--- config.mk ---
export PLATFORM = sky130hd
export DESIGN_NAME = button_conditioner
export DESIGN_NICKNAME = d
export VERILOG_FILES = /design/src/rtl/button_conditioner.sv
export SDC_FILE = /design/constraint.sdc
export NUM_CORES = 1
export LEC_CHECK = 0
export ABC_AREA = 1
export BUFFER_PORTS_ARGS = -buffer_cell sky130_fd_sc_hd__buf_2
export CAP_MARGIN = 10
export CORE_MARGIN = 3
export CORE_UTILIZATION = 30
export DETAILED_ROUTE_END_ITERATION = 10
export SYNTH_ARGS = -nofsm -noshare
export SYNTH_HDL_FRONTEND = slang
export SYNTH_SLANG_ARGS = --single-unit
--- constraint.sdc ---
create_clock -name clk -period 2.2 [get_ports clk]
set_clock_uncertainty 0.2 [all_clocks]
set_input_delay 0.11 -clock clk [delete_from_list [all_inputs] [get_ports clk]]
set_output_delay 0.11 -clock clk [all_outputs]
set_load 0.05 [all_outputs]
--- src/rtl/button_conditioner.sv ---
// rtl/button_conditioner.sv - three-button synchronizer, debouncer, press-pulse and inc auto-repeat
// Levels reset high so a button held through reset never looks like a fresh press.
module button_conditioner #(
  parameter int DEBOUNCE_CYCLES = 16,
  parameter int REPEAT_DELAY    = 64,
  parameter int REPEAT_RATE     = 32
) (
  input  logic       clk,
  input  logic       rst,
  input  logic       btn_start,
  input  logic       btn_stop,
  input  logic       btn_inc,
  output logic       start,
  output logic       stop,
  output logic       inc,
  output logic [2:0] btn_lvl
);

  localparam int DW   = $clog2(DEBOUNCE_CYCLES + 1);
  localparam int RMAX = (REPEAT_DELAY > REPEAT_RATE) ? REPEAT_DELAY : REPEAT_RATE;
  localparam int RW   = $clog2(RMAX + 1);
  localparam logic [DW-1:0] DEB_LAST   = DW'(DEBOUNCE_CYCLES - 1);
  localparam logic [RW-1:0] DELAY_LAST = RW'(REPEAT_DELAY - 1);
  localparam logic [RW-1:0] RATE_LAST  = RW'(REPEAT_RATE - 1);

  typedef enum logic [1:0] {IDLE, HOLD, REPEAT} repState_t;

  logic [2:0]    rawIn;
  logic [2:0]    sync1;
  logic [2:0]    sync2;
  logic [2:0]    level;
  logic [2:0]    settle;
  logic [2:0]    rise;
  logic [2:0]    fall;
  logic [DW-1:0] debCnt [3];

  repState_t     state;
  repState_t     nextState;
  logic [RW-1:0] repCnt;
  logic [RW-1:0] nextRepCnt;
  logic          incNext;

  assign rawIn   = {btn_inc, btn_stop, btn_start};
  assign btn_lvl = level;

  // settle marks the edge on which a channel's debounced level takes s2
  always_comb begin
    settle = '0;
    for (int i = 0; i < 3; i++) begin
      settle[i] = (sync2[i] != level[i]) && (debCnt[i] == DEB_LAST);
    end
    rise = settle & sync2;
    fall = settle & ~sync2;
  end

  always_ff @(posedge clk) begin
    if (rst) begin
      sync1 <= '1;
      sync2 <= '1;
      level <= '1;
      for (int i = 0; i < 3; i++) begin
        debCnt[i] <= '0;
      end
    end else begin
      sync1 <= rawIn;
      sync2 <= sync1;
      for (int i = 0; i < 3; i++) begin
        if (sync2[i] == level[i]) begin
          debCnt[i] <= '0;
        end else if (settle[i]) begin
          level[i]  <= sync2[i];
          debCnt[i] <= '0;
        end else begin
          debCnt[i] <= debCnt[i] + DW'(1);
        end
      end
    end
  end

  // A simultaneous start+stop press resolves to stop
  always_ff @(posedge clk) begin
    if (rst) begin
      start <= 1'b0;
      stop  <= 1'b0;
    end else begin
      start <= rise[0] & ~rise[1];
      stop  <= rise[1];
    end
  end

  always_comb begin
    nextState  = state;
    nextRepCnt = repCnt;
    incNext    = 1'b0;
    if (fall[2]) begin
      nextState  = IDLE;
      nextRepCnt = '0;
    end else begin
      case (state)
        IDLE: begin
          if (rise[2]) begin
            nextState  = HOLD;
            nextRepCnt = '0;
            incNext    = 1'b1;
          end
        end
        HOLD: begin
          if (repCnt == DELAY_LAST) begin
            nextState  = REPEAT;
            nextRepCnt = '0;
            incNext    = 1'b1;
          end else begin
            nextRepCnt = repCnt + RW'(1);
          end
        end
        REPEAT: begin
          if (repCnt == RATE_LAST) begin
            nextRepCnt = '0;
            incNext    = 1'b1;
          end else begin
            nextRepCnt = repCnt + RW'(1);
          end
        end
        default: begin
          nextState  = IDLE;
          nextRepCnt = '0;
        end
      endcase
    end
  end

  always_ff @(posedge clk) begin
    if (rst) begin
      state  <= IDLE;
      repCnt <= '0;
      inc    <= 1'b0;
    end else begin
      state  <= nextState;
      repCnt <= nextRepCnt;
      inc    <= incNext;
    end
  end

endmodule
==> metrics, run 1 <==
ys async rst share 0%; status finished clean; hold buffers post-CTS 7; Core Region around 5300 µm²; Max Fclk 506 MHz; sequential power share roughly three fifths; Slew Viols, Final 0; Sink Count 36; # setup viols final 0; cell mode on critical path ha_1; drt drc 0; HPWL Detailed roughly 1.9 mm; CTS tree done; Commonest cells post-synth nor2_1, nand2_1, inv_1, dfxtp_1, edfxtp_1; VDD IR-drop max roughly 0.20 mV; setup TNS 0 ps; RSZ-0062 raised after global routing false; vias approximately 1,200; Synth Flop Type dfxtp_1; Synth top area share about a quarter; placed insts 278; Initial Utilization a little under a third; vias per inst 4.09; synth top area cells edfxtp_1, dfxtp_1, ha_1, nor2_1, nand2_1; die area 6590 µm²; Tmin final roughly 2000 ps; ANT nets after route 0; dominant cell type by area after synthesis edfxtp_1; Clock power frac between 30% and 40%; top-count cell post-synth nor2_1; Non-Filler Instances between 200 and 300; Avg Synthesized Cell Area approximately 9 µm²; Crit Path Max Fanout 5; P&R area growth vs syn 19.6%; number of H-tree levels 2; Hold Violations, Final 0; Max Cap Viol 0; wire length per cell about 8.8 µm; post-CTS sizing 0; synth unique cells 24; TritonCTS buffer count 5; antenna violations before repair 0; slowest cell on the critical path edfxtp_1; CTS Root Cell clkbuf_8; CP endpoint kind flip-flop; switching share of power roughly 22%; latest clock arrival within the worst-skew pair between 200 and 300 ps; Max clock buf depth 2; grt ovf 0; Crit path buffers/inverters 1; grt met2 use 13.2%; number of global-route vias before repair roughly 1,100; Seq/Total Area, Yosys 51.3%; first-pass GRT wire length between 4 and 5 mm; DR iter-0 viols 51; routability cong. between 0.7 and 0.8; Nets 238; Psw about 0.27 mW; P_leak approximately 0.82 nW; IO Port Bufs 10; met3 Resource Use GR between 2 and 3%; register bit count reported by yosys 36; Total GRT Usage ~9%; Post-Syn Area 1700 µm²; logic gate share of total power around 4.4%; pwr dens a little over 600 nW/µm²; kind of start point of the critical path flip-flop; busiest grt layer met2; worst path cell trace ha_1, nand2_1, nor2_1, ha_1, inv_1, nand4_1, o21bai_1, a21oi_1; final WL about 2.6 mm; share of cells above drive strength 1 roughly 17%; Rows 26; Post-CTS Setup Bufs 0; Die Y 81.2 µm; cell family with most CP delay adder cells; YS warnings 0; # IOs 11; number of diodes 0; Post-Syn Instances 185; Critical Path AT ~1900 ps; routing usage on met1 about 11%; clock transition at the registers of the reported paths about 70 ps; kind of critical path reg2reg; P_int around 0.96 mW; slowest stage delay, CP roughly 400 ps; final period utilization between 80 and 90%; Critical Path RT between 2000 and 2500 ps; largest net degree at the start of global routing 12; worst hold path type reg2reg; DR pass1 iterations 4; die width between 80 and 90 µm; Post-synth EDFFs 15
cell families (layout without fill, tap and decap cells):
logic type / Yosys count / count (layout) / synth area share [%]
other cells: 1 / 15 / 0.221
fa+ha+maj: 11 / 11 / 8.11
simple gates: 90 / 90 / 26.0
xor+xnor: 5 / 5 / 2.58
flops: 36 / 36 / 51.3
compound gates: 16 / 16 / 5.53
buf+inv: 26 / 50 / 6.19
through the flow:
| step | setup slack, ps | utilization, % | power, mW | instance area, µm² | hold WS (ps) |
|---|---|---|---|---|---|
| after floorplan | 428 | - | 0.767 | 1750 | -17.6 |
| after global placement | 332 | 35.4 | 0.779 | 1880 | 96.5 |
| after detailed placement | 221 | 35.4 | 0.780 | 1880 | 98.9 |
| after CTS | 216 | 38.3 | 1.25 | 2030 | 219 |
| after global routing | 37.2 | 38.3 | 1.29 | 2030 | 230 |
| final | 223 | 38.3 | 1.23 | 2030 | 216 |
power by group through the flow:
stage	logic (mW)	registers, mW	clock network (mW)
global placement	0.0438	0.736	0
finish	0.0534	0.721	0.452
detailed placement	0.0440	0.736	0
global route	0.0633	0.723	0.503
floorplan	0.0328	0.734	0
CTS	0.0537	0.721	0.474
layer usage:
metal	up-vias	wire length [µm]
met2	16	1040
met1	517	1380
met3	5	84
met4	0	77
met5	-	0
li1	660	-
worst register-to-register path: stages, from the launching register on:
cell      delay, ps
edfxtp_1        410
ha_1            230
nand2_1          80
nor2_1           50
ha_1            230
inv_1            90
nand4_1         220
o21bai_1        230
a21oi_1         110
flip-flops by register name, indices dropped and copies added (netlist names):
name and cells:
btn_lvl 3, debCnt 15, inc 1, repCnt 7, start 1, state 2, stop 1, sync1 3
sync2 3
cell usage in the layout (no fill, tap or decap), drive strengths merged:
cell and instances:
nor2 30, nand2 30, inv 25, dfxtp 21, edfxtp 15, conb 15, nand3 15, ha 11
buf 10, dlygate4sd3 7, a21oi 6, or2 6, clkbuf 6, xor2 5, o21ai 4, nand4 4
o21bai 4, nor3b 4, o211ai 1, and3 1, o22ai 1, clkinv 1, clkinvlp 1
worst paths after layout:
check / startpoint / to / slack (ps) / cells after the start
min: sync1[2] / sync2[2] / 220 / 1
max: debCnt[2][0] / debCnt[2][3] / 220 / 8
max reg2reg: debCnt[2][0] / debCnt[2][3] / 220 / 8
min reg2reg: sync1[2] / sync2[2] / 220 / 1
cell type report:
cell class / instances / area, µm²
clock buffer: 6 / 72.6
tap: 70 / 87.6
timing repair buffer: 17 / 120
clock inverter: 2 / 11.3
inverter: 25 / 93.8
sequential: 36 / 871
fill: 527 / 3270
multi-input combinational: 137 / 773
Note: power is estimated with default switching activity, not from simulation.
==> run 2, diff against run 1 <==
- SKIP_CTS_REPAIR_TIMING: not set -> 1
- clock period: 2.2 -> 2.08 ns (I/O delays scaled with it)
==> metrics, run 2 (same netlist as run 1, synthesis figures left out) <==
status finished clean; Worst Slack Setup Final 181 ps (-42.2 ps); clock transition at the registers of the reported paths 70 ps (about the same); RSZ-0062 raised after global routing false; Max clock buf depth 2 (unchanged); Tmin final 1900 ps (-77.8 ps); largest register by flop count debCnt; final WL 2.62 mm (+1.2%); latest clock arrival within the worst-skew pair 280 ps (about the same); Slew Viols, Final 0 (unchanged); DR pass1 iterations 4 (unchanged); Nets 238 (unchanged); pre-CTS setup slack 101 ps (-120 ps); drt drc 0 (unchanged); Critical Path RT 2020 ps (-120 ps); setup TNS 0 ps (unchanged); Hold Violations, Final 0 (unchanged); CTS tree done; Clock power frac 36.7% (-0.2 points); Initial Utilization 32.0% (unchanged); Core Region 5300 µm² (unchanged); kind of critical path reg2reg; grt ovf 0 (unchanged); Die Y 81.2 µm (unchanged); hold_ws 213 ps (-2.63 ps); final period utilization 91.3% (+1.4 points); P_int 1.01 mW (+5.8%); Max Fclk 527 MHz (+4.1%); Crit Path Max Fanout 5 (unchanged); worst hold path type reg2reg; Psw 0.284 mW (+4.9%); die area 6590 µm² (unchanged); IO Port Bufs 10 (unchanged); Max Cap Viol 0 (unchanged); ANT nets after route 0 (unchanged); worst reg-to-reg setup slack 180 ps (-40 ps); HPWL Detailed 1.91 mm (+0.21%); number of global-route vias before repair 1,095 (-0.091%); Non-Filler Instances 293 (unchanged); # IOs 11 (unchanged); CP endpoint kind flip-flop; Sink Count 36 (unchanged); Filler cells 524 (-0.57%); Tot Pwr 1.29 mW (+5.6%); pwr dens 635 nW/µm² (+5.2%); first-pass GRT wire length 4.52 mm (+0.16%); number of diodes 0 (unchanged); number of H-tree levels 2 (unchanged); kind of start point of the critical path flip-flop; top flop regs debCnt: 15 flops, repCnt: 7 flops; share of cells above drive strength 1 17.0% (+0.45 points); vias per inst 4.15 (+1.6%); CTS Root Cell clkbuf_8; antenna violations before repair 0 (unchanged); Critical Path AT 1840 ps (-80 ps); DR iter-0 viols 41 (-20%); Rows 26 (unchanged); Total GRT Usage 9.09% (unchanged); die width 81.2 µm (unchanged); routability cong. 0.744 (about the same); placed insts 278 (unchanged); wire length per cell 8.92 µm (+1.2%); switching share of power 21.9% (-0.15 points); # setup viols final 0 (unchanged); largest net degree at the start of global routing 12 (unchanged); VDD IR-drop max 0.215 mV (+5.5%); commonest non-fill, non-tap cell in the layout nor2_1; max reg flops 15 (unchanged); P&R area growth vs syn 20.1%; TritonCTS buffer count 5 (unchanged); logic gate share of total power 4.4% (about the same); commonest cells after routing, fill and taps aside nor2_1, nand2_1, inv_1, dfxtp_1; P_leak 0.823 nW (-0.12%); vias 1,217 (+1.6%); sequential power share 58.9% (about the same)
-- run 2: cell counts in the layout (fill, tap and decap cells not counted) --
Identical to the previous run, type by type.
-- run 2: worst max-delay path, cell delays in order, from the launching register on --
cell and delay (ps):
edfxtp_1 410, ha_1 230, nand2_1 80, nor2_1 50
ha_2 200, inv_1 80, nand4_1 190, o21bai_1 220
a21oi_1 110
-- run 2: stage by stage --
| step | utilization (%) | instance area, µm² |
|---|---|---|
| 3_3_place_gp | 35.4 | 1880 |
| 5_1_grt | 38.4 | 2040 |
| 3_5_place_dp | 35.4 | 1880 |
| 2_1_floorplan | - | 1750 |
| 4_1_cts | 37.0 | 1960 |
| 6_report | 38.4 | 2040 |
-- run 2: per-layer routing --
metal  part of all wire, %  vias to the layer above  GRT usage (%)
met3                   3.4                        5           2.66
met1                    52                      534           11.6
met4                   2.9                        0           6.59
met5                     0                        -              0
met2                    41                       16           13.0
li1                      -                      662              -
-- run 2: worst paths after layout --
path	from	to	cells after the start
min	sync1[2]	sync2[2]	1
min reg2reg	sync1[2]	sync2[2]	1
max	debCnt[2][0]	debCnt[2][3]	8
max reg2reg	debCnt[2][0]	debCnt[2][3]	8
-- run 2: layout make-up --
class / instances / area, µm² / share of cell area [%]
Tap cell: 70 / 87.6 / 4.30
Timing Repair Buffer: 17 / 120 / 5.90
Sequential cell: 36 / 871 / 42.8
Clock inverter: 2 / 11.3 / 0.553
Clock buffer: 6 / 72.6 / 3.56
Multi-Input combinational cell: 137 / 781 / 38.3
Inverter: 25 / 93.8 / 4.61
-- run 2: power groups by stage --
stage	logic, mW	clock network, mW	registers [mW]
2_1_floorplan	0.0347	0	0.776
3_3_place_gp	0.0464	0	0.778
4_1_cts	0.0472	0.501	0.762
3_5_place_dp	0.0466	0	0.779
6_report	0.0569	0.475	0.762
5_1_grt	0.0676	0.529	0.765
==> run 3, diff against run 2 <==
- CELL_PAD_IN_SITES_DETAIL_PLACEMENT: not set -> 0
- CELL_PAD_IN_SITES_GLOBAL_PLACEMENT: not set -> 1
- PLACE_DENSITY_LB_ADDON: not set -> 0.1
==> metrics, run 3 (same netlist as run 1, synthesis figures left out) <==
status finished clean; Worst Hold End sync2[0]; Reg2Reg Depth 8 (unchanged); Max Cap Viol 0 (unchanged); P_leak 0.829 nW (+0.79%); die width 81.2 µm (unchanged); # setup viols final 0 (unchanged); commonest cells after routing, fill and taps aside nor2_1, nand2_1, inv_1, dfxtp_1; final period utilization 91.7% (+0.43 points); Tot Pwr 1.28 mW (-0.78%); Max clock buf depth 2 (unchanged); number of diodes 0 (unchanged); number of H-tree levels 2 (unchanged); number of global-route vias before repair 1,136 (+3.7%); max reg flops 15 (unchanged); # IOs 11 (unchanged); Crit Path Max Fanout 5 (unchanged); cell family with most CP delay adder cells; CTS Root Cell clkbuf_8; Die Y 81.2 µm (unchanged); VDD IR-drop max 0.273 mV (+27%); vias per inst 4.14 (-0.25%); Hold Violations, Final 0 (unchanged); commonest non-fill, non-tap cell in the layout nor2_1; Critical Path AT 1840 ps (about the same); Slew Viols, Final 0 (unchanged); Crit path buffers/inverters 1 (unchanged); ANT nets after route 0 (unchanged); P&R area growth vs syn 20.0% (about the same); worst path cell trace ha_1, nand2_1, nor2_1, ha_2, inv_1, nand4_1, o21bai_1, a21oi_1; Total GRT Usage 9.70% (+0.61 points); Initial Utilization 32.0% (unchanged); clock transition at the registers of the reported paths 80 ps (about the same); worst r2r src debCnt[2][0]; HPWL Detailed 2.03 mm (+6.1%); R2R Path End debCnt[2][3]; final WL 2.65 mm (+1.3%); slowest cell on the critical path edfxtp_1; IO Port Bufs 10 (unchanged); Nets 238 (unchanged); top flop regs debCnt: 15 flops, repCnt: 7 flops; first-pass GRT wire length 4.83 mm (+6.9%); TritonCTS buffer count 5 (unchanged); largest register by flop count debCnt; share of cells above drive strength 1 17.5% (+0.45 points); Hold Path Depth 1 (unchanged); hold path start sync1[0]; DR pass1 iterations 5 (+1); slowest stage delay, CP 420 ps (about the same); largest net degree at the start of global routing 12 (unchanged); grt ovf 0 (unchanged); Sink Count 36 (unchanged); antenna violations before repair 0 (unchanged); routability cong. 0.732 (-1.6%); vias 1,214 (-0.25%); Rows 26 (unchanged); worst reg-to-reg setup slack 170 ps (about the same); kind of critical path reg2reg; drt drc 0 (unchanged); Critical Path RT 2020 ps (about the same); Max Fclk 524 MHz (-0.47%); DR iter-0 viols 47 (+15%); die area 6590 µm² (unchanged); CP endpoint kind flip-flop; worst hold path type reg2reg; latest clock arrival within the worst-skew pair 280 ps (about the same); Non-Filler Instances 293 (unchanged); Core Region 5300 µm² (unchanged); kind of start point of the critical path flip-flop; placed insts 278 (unchanged); CTS tree done; pwr dens 631 nW/µm² (-0.72%); Tmin final 1910 ps (+9.00 ps); wire length per cell 9.04 µm (+1.3%)
run 3: cell count changes in the layout (fill, tap and decap cells not counted):
cell / before / now
clkbuf_1: 1 / 0
clkinv_2: 0 / 2
clkinvlp_4: 1 / 0
run 3: per-stage QoR:
step / utilization, % / setup WS (ps) / hold slack (ps) / area [µm²] / setup TNS [ps]
after floorplan: - / 308 / -23.6 / 1750 / 0
after global placement: 35.4 / 171 / 88.7 / 1880 / 0
after detailed placement: 35.4 / 99.6 / 89.9 / 1880 / 0
after CTS: 36.9 / 83.1 / -210 / 1960 / 0
after global routing: 38.4 / -8.34 / 231 / 2040 / -8.34
final: 38.4 / 172 / 210 / 2040 / 0
run 3: how the worst max path moves through the flow:
stage | from | end | slack (ps) | depth (start not counted)
floorplan | debCnt[2][0] | debCnt[2][3] | 310 | 8
global placement | debCnt[2][0] | repCnt[5] | 170 | 11
detailed placement | debCnt[2][0] | repCnt[5] | 100 | 11
CTS | debCnt[2][0] | repCnt[5] | 80 | 11
global route | debCnt[2][0] | repCnt[5] | -8 | 10
finish | debCnt[2][0] | debCnt[2][3] | 170 | 8
run 3: per-layer routing:
metal / up-vias / GRT usage [%] / share of wire, %
met5: - / 0 / 0
met4: 0 / 4.05 / 1.8
met3: 4 / 4.66 / 4.8
met2: 19 / 13.8 / 41
met1: 529 / 12.5 / 52
li1: 662 / - / -
run 3: power by group:
| part | internal, mW | total (mW) | switching, mW |
|---|---|---|---|
| Sequential | 0.753 | 0.762 | 0.00926 |
| Clock | 0.227 | 0.465 | 0.238 |
| Combinational | 0.0257 | 0.0567 | 0.0309 |
run 3: cell type report:
type	count	area [µm²]
Clock buffer	5	68.8
Clock inverter	3	13.8
Fill cell	545	3270
Inverter	25	93.8
Multi-Input combinational cell	137	781
Sequential cell	36	871
Tap cell	70	87.6
Timing Repair Buffer	17	120
